### src/rtl/sync_fifo_flags.sv
// Single-clock FIFO with registered or first-word-fall-through read, fill count,
// programmable almost-full/almost-empty, sticky overflow/underflow and synchronous flush.
module sync_fifo_flags #(
  parameter int DSIZE     = 8,
  parameter int ASIZE     = 4,
  parameter int FWFT      = 0,
  parameter int AFULL_TH  = 12,
  parameter int AEMPTY_TH = 2
) (
  input  logic             clk,
  input  logic             rst_n,
  input  logic             clr,
  input  logic [DSIZE-1:0] wdata,
  input  logic             winc,
  output logic             wfull,
  output logic             walmost_full,
  input  logic             rinc,
  output logic [DSIZE-1:0] rdata,
  output logic             rempty,
  output logic             ralmost_empty,
  output logic [ASIZE:0]   count,
  output logic             overflow,
  output logic             underflow
);
  localparam int AW    = ASIZE + 1;
  localparam int DEPTH = 1 << ASIZE;
  localparam logic [ASIZE:0] FULL_C = AW'(DEPTH);
  localparam logic [ASIZE:0] AF_C   = AW'(AFULL_TH);
  localparam logic [ASIZE:0] AE_C   = AW'(AEMPTY_TH);
  localparam logic [ASIZE:0] ONE    = AW'(1);

  logic [DSIZE-1:0] mem [DEPTH];
  logic [ASIZE:0]   wptr, rptr;
  logic             wr_ok, rd_ok;

  // Flags come straight off the registered count, so they move with it.
  assign wfull         = (count == FULL_C);
  assign walmost_full  = (count >= AF_C);
  assign rempty        = (count == '0);
  assign ralmost_empty = (count <= AE_C);

  assign wr_ok = winc && !wfull;
  assign rd_ok = rinc && !rempty;

  always_ff @(posedge clk or negedge rst_n) begin
    if (!rst_n) begin
      wptr      <= '0;
      rptr      <= '0;
      count     <= '0;
      overflow  <= 1'b0;
      underflow <= 1'b0;
    end else if (clr) begin
      wptr      <= '0;
      rptr      <= '0;
      count     <= '0;
      overflow  <= 1'b0;
      underflow <= 1'b0;
    end else begin
      if (wr_ok) wptr <= wptr + ONE;
      if (rd_ok) rptr <= rptr + ONE;
      case ({wr_ok, rd_ok})
        2'b10:   count <= count + ONE;
        2'b01:   count <= count - ONE;
        default: count <= count;
      endcase
      if (winc && wfull)  overflow  <= 1'b1;
      if (rinc && rempty) underflow <= 1'b1;
    end
  end

  // Storage is deliberately not reset; occupancy alone defines validity.
  always_ff @(posedge clk) begin
    if (wr_ok && !clr) mem[wptr[ASIZE-1:0]] <= wdata;
  end

  generate
    if (FWFT != 0) begin : g_fwft
      assign rdata = rempty ? '0 : mem[rptr[ASIZE-1:0]];
    end else begin : g_std
      logic [DSIZE-1:0] rdata_q;
      always_ff @(posedge clk or negedge rst_n) begin
        if (!rst_n)     rdata_q <= '0;
        else if (clr)   rdata_q <= '0;
        else if (rd_ok) rdata_q <= mem[rptr[ASIZE-1:0]];
      end
      assign rdata = rdata_q;
    end
  endgenerate
endmodule

### config.mk
export PLATFORM = sky130hd
export DESIGN_NAME = sync_fifo_flags
export DESIGN_NICKNAME = d
export VERILOG_FILES = /design/src/rtl/sync_fifo_flags.sv
export SDC_FILE = /design/constraint.sdc
export NUM_CORES = 1
export LEC_CHECK = 0
export ABC_CLOCK_PERIOD_IN_PS = 2100
export CAP_MARGIN = 20
export CORE_ASPECT_RATIO = 0.9
export CORE_MARGIN = 2
export CORE_UTILIZATION = 30
export CTS_BUF_LIST = sky130_fd_sc_hd__clkbuf_4
export DETAILED_ROUTE_END_ITERATION = 8
export DONT_BUFFER_PORTS = 1
export PLACE_DENSITY = 0.47
export SYNTH_ARGS = -nofsm -noshare
export SYNTH_HDL_FRONTEND = slang
export SYNTH_SLANG_ARGS = --single-unit
### constraint.sdc
create_clock -name clk -period 2.1 [get_ports clk]
set_input_delay 0.42 -clock clk [delete_from_list [all_inputs] [get_ports clk]]
set_output_delay 0.42 -clock clk [all_outputs]
set_load 0.02 [all_outputs]
==> results of run 1 <==
## layer usage
metal / GRT usage / part of all wire / up-vias
li1: - / - / 1549
met1: 0.1921 / 0.46 / 1804
met2: 0.2188 / 0.47 / 78
met3: 0.04337 / 0.056 / 15
met4: 0.05072 / 0.013 / 2
met5: 0 / 0.00095 / -
## where the power goes
part / internal [W] / total (W) / switching (W)
Sequential: 0.00342 / 0.00363 / 0.000208
Clock: 0.000826 / 0.00185 / 0.00103
Combinational: 0.00142 / 0.00280 / 0.00139
## per-stage QoR
| stage | setup TNS [ps] | power, W | utilization |
|---|---|---|---|
| global route | -2131 | 0.008724 | 0.3699 |
| detailed placement | -597.0 | 0.005946 | 0.3377 |
| finish | -1069 | 0.008286 | 0.3701 |
| CTS | -1288 | 0.008220 | 0.3651 |
| floorplan | -448.1 | 0.005219 | - |
| global placement | -62.42 | 0.005919 | 0.3377 |
## registers in the layout (all words and copies together) (netlist names)
register	flops
rdata	8
underflow	1
count	5
overflow	1
rptr	4
mem	128
wptr	4
## worst max-delay path, stage by stage, from the launching register on
cell and delay (ps):
dfrtp_2 430, buf_4 150, nor4_4 290, mux2_4 350
xnor2_1 140, ha_2 210, and2_1 150, a32oi_1 160
mux2_1 350
## synth_stat cells, drive strengths merged (3+ instances only)
| cell | number |
|---|---|
| xor2 | 3 |
| edfxtp | 128 |
| dfrtp | 23 |
| mux2 | 4 |
| mux4 | 32 |
| o221ai | 8 |
| nor2b | 3 |
| ha | 7 |
| inv | 7 |
| nor2 | 30 |
| buf | 10 |
| nand3b | 9 |
| mux2i | 20 |
| or3 | 6 |
| clkbuf | 10 |
| o21ai | 8 |
| a21oi | 9 |
| nand2 | 9 |
## path summary, 6_finish.rpt
kind / from / to / depth (start not counted)
max in group asynchronous: rst_n / count[0] / 2
setup / recovery: count[1] / count[2] / 8
hold / removal: winc / overflow / 2
setup reg to reg: count[1] / count[2] / 8
min in group asynchronous: rst_n / count[4] / 2
hold reg to reg: wptr[3] / wptr[3] / 2
## repair_timing
action                     4_1_cts  5_1_grt
pin swaps                        4        4
setup endpoints to repair       14       45
gates resized for setup         19       15
hold endpoints to repair       164        0
buffers inserted                 8        1
cloned                           0        1
hold buffers                    12        0
## kinds of logic (layout without fill, tap and decap cells)
family                   after synthesis  in the layout  synth area share
adder cells (fa/ha/maj)                7              7           0.01382
flip-flops                           151            151            0.6972
AND/OR/NAND/NOR                       72             72           0.05922
multiplexers                          56             56            0.1536
other                                  0              2                 0
XOR/XNOR                               5              5          0.006910
AO/OA/AOI/OAI                         35             35           0.04738
buffers and inverters                 27            109           0.02191
## cell type report
class / instances / area share
tap: 286 / 0.04656
timing repair buffer: 70 / 0.08774
sequential: 151 / 0.5756
clock inverter: 14 / 0.02051
antenna: 2 / 0.0006511
inverter: 7 / 0.003419
clock buffer: 18 / 0.01758
multi-input combinational: 175 / 0.2479
==> metrics.txt, run 1 <==
worst vdd rail ir drop 411.8 uV; synth unique cells 46; chip width 157.2 um; Data arrival, critical path 2770 ps; failing checks negative setup slack; CTS Buf Count 17; nature of the critical path endpoint flip-flop; post-synthesis sequential area ratio 0.6972; dominant synthesized flop cell edfxtp_1; first-pass GRT wire length 22,600 um; Clock Pin Slew Worst Setup and Hold Paths 120 ps; Sequential Area 4424 sq um; Post-synth EDFFs 128; Worst setup SP type flip-flop; share of the synthesized area in the top cell type 0.6064; Final Setup Violations 6; CTS HTree Levels 4; area of the die 22,310 sq um; Fin Hold WS 53.94 ps; Multi-input gate area 1906 sq um; status finished with violations; Area after DPL 7014 sq um; Worst-Skew Late Latency 550 ps; ys async rst share 0.1523; port bufs 0; final instance area 7686 sq um; Final ANT Viol Nets 0; Root Buffer clkbuf_4; Final min period 2332 ps; period utilisation layout 1.111; final hold vios 0; dominant cells by area after synthesis edfxtp_1 (61%), mux4_2 (11%), dfrtp_1 (9.1%), mux2i_1 (3.0%), o221ai_2 (1.9%); vias per cell 4.769; Yosys reg bits 151; Min-Delay Path Class in2reg; setup ws final -232.5 ps; initial antenna violation count 3; First-pass DRT Iterations 6; Residual DRC 0; skew final 15.85 ps; I/O pins 32; TritonCTS clock tree built; RSZ-0062 raised after global routing true; RD Place Congestion 0.8259; CORE AREA 20,770 sq um; Cell Area, Synth 6339 sq um; Starting Density 0.3052; Final Slew Violations 0; Cell Rows 50; vias in the first global route 3,704; Final nets 442; max cap viols 0; most frequent cells in the layout edfxtp_1 (128), buf_4 (43), mux4_2 (32), nor2_1 (24); share of cells above drive strength 1 0.3747; Syn Inst Count 353; Post-Layout Cell Count 723; Pwr Density 1078 nW/um^2; drt total wl 14,760 um; Clock Sink Count 151; post-synth top area cell edfxtp_1; global-route usage over all layers 0.1426; wire length per cell 20.42 um; Max FO, Critical Path 4; DR iter-0 viols 206; Place WS -99.85 ps; crit path kind reg2reg; Synth Warn # 0; Leak Pwr 2.540 nW; Net Count, Synth 373; DP Wirelength 9005 um; via count 3,448; die height 141.9 um; Fillers 1,972; dpl cells 667; flop-to-flop setup slack -230 ps; fmax 428.7 MHz; total grt overflow 0; deepest clock path buffer count 2; CP required 2540 ps; Syn Area/Cell 17.96 sq um; slew margin rel. 0.5210; pin count of the biggest net entering global routing 35; layout overhead on the synthesized area 21.26%; most common cell after layout, fill and taps aside edfxtp_1; Slew @ Worst Pin 717.8 ps
Note: power is estimated with default switching activity, not from simulation.
==> inputs of run 2 (changes only) <==
ABC_CLOCK_PERIOD_IN_PS = 3000   (was 2100)
PLACE_DENSITY = 0.46   (was 0.47)
clock period = 3 ns   (was 2.1 ns; I/O delays follow)
==> run 2 against run 1 <==
  * The run now ends clean
  * Clock skew increased by 0.95 ps
  * Flip-flop and latch count did not move
  * Power shrank 40%
  * Die area stayed put
  * Via count shrank 7.8%
  * Cell area is 8.8% lower
  * Combinational power is 55% lower
  * Hold slack better by 61 ps
  * Sequential share of layout area up 5.5 points
  * Largest cell class unchanged
==> metrics.txt, run 2 (synthesis gave the netlist of run 1 again) <==
status finished, final reports clean; first-pass GRT wire length 20,670 um (-8.5%); flop-to-flop setup slack 340 ps (+570 ps); initial antenna violation count 1 (-2); Starting Density 0.3052 (unchanged); period utilisation layout 0.8925; First-pass DRT Iterations 6 (unchanged); total grt overflow 0 (unchanged); Crit-path slowest cell or4_4; post-route setup TNS 0 ps (+1069 ps); Worst setup SP type flip-flop; DP Wirelength 8415 um (-6.6%); reg2reg start count[0]; crit path kind reg2out; vias in the first global route 3,295 (-11%); final hold vios 0 (unchanged); vias per cell 4.731 (-0.80%); layout overhead on the synthesized area 10.58%; wire length per cell 20.27 um (-0.72%); met2 wire length 6222 um (-10%); Final min period 2677 ps; max cap viols 0 (unchanged); worst r2r dst count[2]; critical path buffer and inverter count 0 (-1); pin count of the biggest net entering global routing 36 (+2.9%); chip width 157.2 um (unchanged); Max FO, Critical Path 8 (+4); R2R cell count 7 (-1); Data arrival, critical path 2080 ps (-690 ps); skew final 16.80 ps (+0.9549 ps); drt total wl 13,620 um (-7.7%); Post-Layout Cell Count 672 (-7.1%); Leak Pwr 2.218 nW (-13%); CTS HTree Levels 4 (unchanged); Levels on crit path 2 (-6); RD Place Congestion 0.7585 (-8.2%); nature of the critical path endpoint output port; uppermost layer routed met4; delay-heaviest family, CP simple AND/OR/NAND/NOR gates; CTS Buf Count 17 (unchanged); fmax 373.5 MHz; dpl cells 637 (-4.5%); share of cells above drive strength 1 0.2649 (-0.1098); Final nets 392 (-11%); Residual DRC 0 (unchanged); met3 WL post-DR 819 um (-0.12%); global-route usage over all layers 0.1307 (-0.01190); Worst-Skew Late Latency 530 ps (-20 ps); slew margin rel. 0.3494 (-0.1716); HP Start clr; Pwr Density 710.8 nW/um^2 (-34%); Hold Path Depth 1 (-1); worst vdd rail ir drop 216.3 uV (-47%); Min-Delay Path Class in2reg; CP required 2400 ps (-140 ps); Slowest Stage Delay on Critical Path 700 ps (+270 ps); via count 3,179 (-7.8%); Met1 Routed Length 6473 um (-4.9%); Final Setup Violations 0 (-6); Cell Rows 50 (unchanged); area of the die 22,310 sq um (unchanged); most common cell after layout, fill and taps aside edfxtp_1; Clock Sink Count 151 (unchanged); I/O pins 32 (unchanged); Final ANT Viol Nets 0 (unchanged); Setup Fix Bufs, Post-CTS 0 (-8); Clock Pin Slew Worst Setup and Hold Paths 120 ps (about the same); Largest register FFs 128 (unchanged); Fin Hold WS 114.8 ps (+60.87 ps); Final Slew Violations 0 (unchanged); hold endpoint count[1]; TritonCTS clock tree built; CORE AREA 20,770 sq um (unchanged); most frequent cells in the layout edfxtp_1 (128), mux4_2 (32), nor2_1 (28), dfrtp_1 (21), clkbuf_4 (20); Slew @ Worst Pin 972.4 ps (+254.6 ps); CP Cell Sequence or4_4 -> nor2_2; RSZ-0062 raised after global routing false; DR iter-0 viols 203 (-1.5%); port bufs 0 (unchanged); die height 141.9 um (unchanged); deepest clock path buffer count 2 (unchanged); Root Buffer clkbuf_4
run 2: cell types whose count changed in the layout (fill, tap and decap cells not counted), sizes merged, moves of 2 or more:
cell,delta
dlygate4sd3,-10
clkbuf,+2
bufinv,-2
buf,-40
run 2: layer usage:
metal  track usage  up-vias
met3       0.04032        8
met5             0        -
met1        0.1822     1669
met2        0.1988       62
met4       0.03445        0
li1              -     1440
run 2: final cells by class:
| class | instances | area (sq um) |
|---|---|---|
| fill | 2031 | 13760 |
| sequential | 151 | 4422 |
| multi-input combinational | 175 | 1789 |
| tap | 286 | 357.8 |
| timing repair buffer | 20 | 175.2 |
| clock buffer | 20 | 150.1 |
| clock inverter | 12 | 86.33 |
| inverter | 7 | 26.28 |
| antenna | 1 | 2.502 |
run 2: worst register-to-register path, cell delays in order (launching register included):
cell	delay, ps
dfrtp_1	550
nor4_2	510
mux2_2	460
xnor2_1	150
ha_1	210
and2_1	170
a32oi_1	180
mux2_1	330
run 2: how the worst max path moves through the flow:
stage | slack (ps) | start | end
after floorplan | 570 | count[0] | count[2]
final | 320 | count[0] | wfull
after detailed placement | 370 | count[0] | count[2]
after CTS | 70 | count[0] | wfull
after global routing | 190 | count[0] | count[4]
after global placement | 450 | count[0] | count[2]
run 2: report_power, final:
part | leakage (nW) | switching [W] | internal, W
combinational | 0.631 | 0.000704 | 0.000569
clock | 0.126 | 0.000691 | 0.000420
sequential | 1.46 | 0.000209 | 0.00239
run 2: stage by stage:
step / area, sq um / total power [W] / utilization / worst slack [ps]
final: 7009 / 0.004982 / 0.3375 / 322.6
after global routing: 7009 / 0.005268 / 0.3375 / 185.1
after CTS: 7003 / 0.005047 / 0.3372 / 71.98
after detailed placement: 6731 / 0.003902 / 0.3241 / 368.0
after global placement: 6731 / 0.003902 / 0.3241 / 446.5
after floorplan: 6339 / 0.003626 / - / 572.0
run 2: timing repair:
action	CTS	global route
endpoints found under the setup margin	2	2
gates resized for setup	2	1
endpoints found under the hold margin	23	0
hold buffers	2	0
==> inputs of run 3 (changes only) <==
CELL_PAD_IN_SITES_DETAIL_PLACEMENT = 0   (was default)
CELL_PAD_IN_SITES_GLOBAL_PLACEMENT = 1   (was default)
PLACE_DENSITY = 0.5   (was 0.46)
==> run 3 against run 2 <==
  * Die area is the same
  * Global-route usage grew 0.39 points
  * Hold slack lost 4.0 ps
  * Sequential power is essentially flat
==> metrics.txt, run 3 (synthesis gave the netlist of run 1 again) <==
status finished, final reports clean; period utilisation layout 0.8978 (+0.005383); Place WS 340.7 ps (-27.38 ps); first-pass GRT wire length 21,240 um (+2.7%); Leak Pwr 2.310 nW (+4.1%); most common cell after layout, fill and taps aside edfxtp_1; area of the die 22,310 sq um (unchanged); layout overhead on the synthesized area 13.11%; deepest clock path buffer count 2 (unchanged); fmax 371.3 MHz (-0.60%); total grt overflow 0 (unchanged); vias in the first global route 3,319 (+0.73%); Final Setup Violations 0 (unchanged); Clock Sink Count 151 (unchanged); CTS HTree Levels 4 (unchanged); Final ANT Viol Nets 0 (unchanged); Cell Rows 50 (unchanged); CTS Buf Count 17 (unchanged); Min-Delay Path Class in2reg; Area after DPL 6799 sq um (+1.0%); setup ws final 306.5 ps (-16.15 ps); Worst setup SP type flip-flop; Residual DRC 0 (unchanged); Design Power 0.005332 W (+7.0%); drt total wl 13,840 um (+1.6%); Max FO, Critical Path 8 (unchanged); Data arrival, critical path 3130 ps (+1050 ps); post-route setup TNS 0 ps (unchanged); Antenna diodes 0 (-1); Final Slew Violations 0 (unchanged); most frequent cells in the layout edfxtp_1 (128), mux4_2 (32), nor2_1 (28), buf_4 (23), dfrtp_1 (22); TritonCTS clock tree built; Root Buffer clkbuf_4; wire length per cell 20.41 um (+0.71%); DR iter-0 viols 196 (-3.4%); Pwr Density 743.7 nW/um^2 (+4.6%); final hold vios 0 (unchanged); slew margin rel. 0.4211 (+0.07177); crit path kind reg2reg; Slew @ Worst Pin 865.1 ps (-107.3 ps); CP required 3430 ps (+1030 ps); initial antenna violation count 0 (-1); Largest register FFs 128 (unchanged); chip width 157.2 um (unchanged); Worst-Skew Late Latency 530 ps (about the same); RSZ-0062 raised after global routing false; Final nets 399 (+1.8%); I/O pins 32 (unchanged); share of cells above drive strength 1 0.2755 (+0.01058); die height 141.9 um (unchanged); Final min period 2694 ps (+16.15 ps); vias per cell 4.639 (-1.9%); via count 3,145 (-1.1%); port bufs 0 (unchanged); First-pass DRT Iterations 4 (-2); Clock Pin Slew Worst Setup and Hold Paths 130 ps (about the same); worst vdd rail ir drop 364.6 uV (+69%); Fillers 1,982 (-2.4%); max cap viols 0 (unchanged); Setup Fix Bufs, Post-CTS 0 (unchanged); CORE AREA 20,770 sq um (unchanged); Starting Density 0.3052 (unchanged); final instance area 7169 sq um (+2.3%); DP Wirelength 8997 um (+6.9%); skew final 20.73 ps (+3.927 ps); nature of the critical path endpoint flip-flop; pin count of the biggest net entering global routing 36 (unchanged); RD Place Congestion 0.7488 (-1.3%); global-route usage over all layers 0.1345 (+0.003886)
[run 3: changes by cell type in the layout (fill, tap and decap cells not counted), moves of 2 or more]
| cell | delta |
|---|---|
| buf_4 | +7 |
| bufinv_16 | +4 |
| clkinv_2 | -2 |
| clkinvlp_4 | -2 |
[run 3: area by class of cell]
cell class	count	area [sq um]	share of cell area
clock inverters	12	181.4	0.02531
inverters	7	26.28	0.003665
repair buffers	27	242.7	0.03386
flip-flops and latches	151	4420	0.6166
well taps	286	357.8	0.04991
clock buffers	20	150.1	0.02094
multi-input cells	175	1790	0.2497
[run 3: through the flow]
| step | instances | util | hold slack [ps] |
|---|---|---|---|
| 2_1_floorplan | 353 | - | 304.4 |
| 3_5_place_dp | 644 | 0.3273 | 305.4 |
| 5_1_grt | 678 | 0.3452 | 23.56 |
| 3_3_place_gp | 644 | 0.3273 | 305.1 |
| 6_report | 678 | 0.3452 | 110.8 |
| 4_1_cts | 678 | 0.3450 | 45.97 |
[run 3: final timing paths]
| path | from | slack [ps] | end | cells after the start |
|---|---|---|---|---|
| max reg2reg | count[0] | 310 | count[2] | 7 |
| min reg2reg | rptr[2] | 610 | rptr[2] | 2 |
| max | count[0] | 310 | count[2] | 7 |
| min in group asynchronous | rst_n | 470 | overflow | 2 |
| max in group asynchronous | rst_n | 2350 | rptr[0] | 2 |
| min | clr | 110 | wptr[0] | 1 |
[run 3: timing repair]
action | CTS | global route
resized for setup | 2 | 1
hold endpoints to repair | 23 | 0
setup endpoints to repair | 2 | 2
hold buffers | 2 | 0
[run 3: power by group]
| part | leakage [nW] | total [W] | internal [W] | switching, W |
|---|---|---|---|---|
| Combinational | 0.673 | 0.00126 | 0.000579 | 0.000685 |
| Clock | 0.175 | 0.00144 | 0.000759 | 0.000682 |
| Sequential | 1.46 | 0.00263 | 0.00239 | 0.000238 |
| Total | 2.31 | 0.00533 | 0.00373 | 0.00160 |
[run 3: per-layer routing]
metal  routed length [um]  vias to the layer above  track usage
li1                     -                     1455            -
met1                 6786                     1622       0.1897
met2                 6316                       57       0.2011
met3                  617                       11      0.04276
met4                  121                        0      0.03589
met5                    0                        -            0
[run 3: worst max-delay path, cell delays in order (launching register included)]
cell and delay (ps):
dfrtp_1 560, nor4_2 520, mux2_2 460, xnor2_1 150, ha_1 220, and2_1 170
a32oi_1 180, mux2_1 330
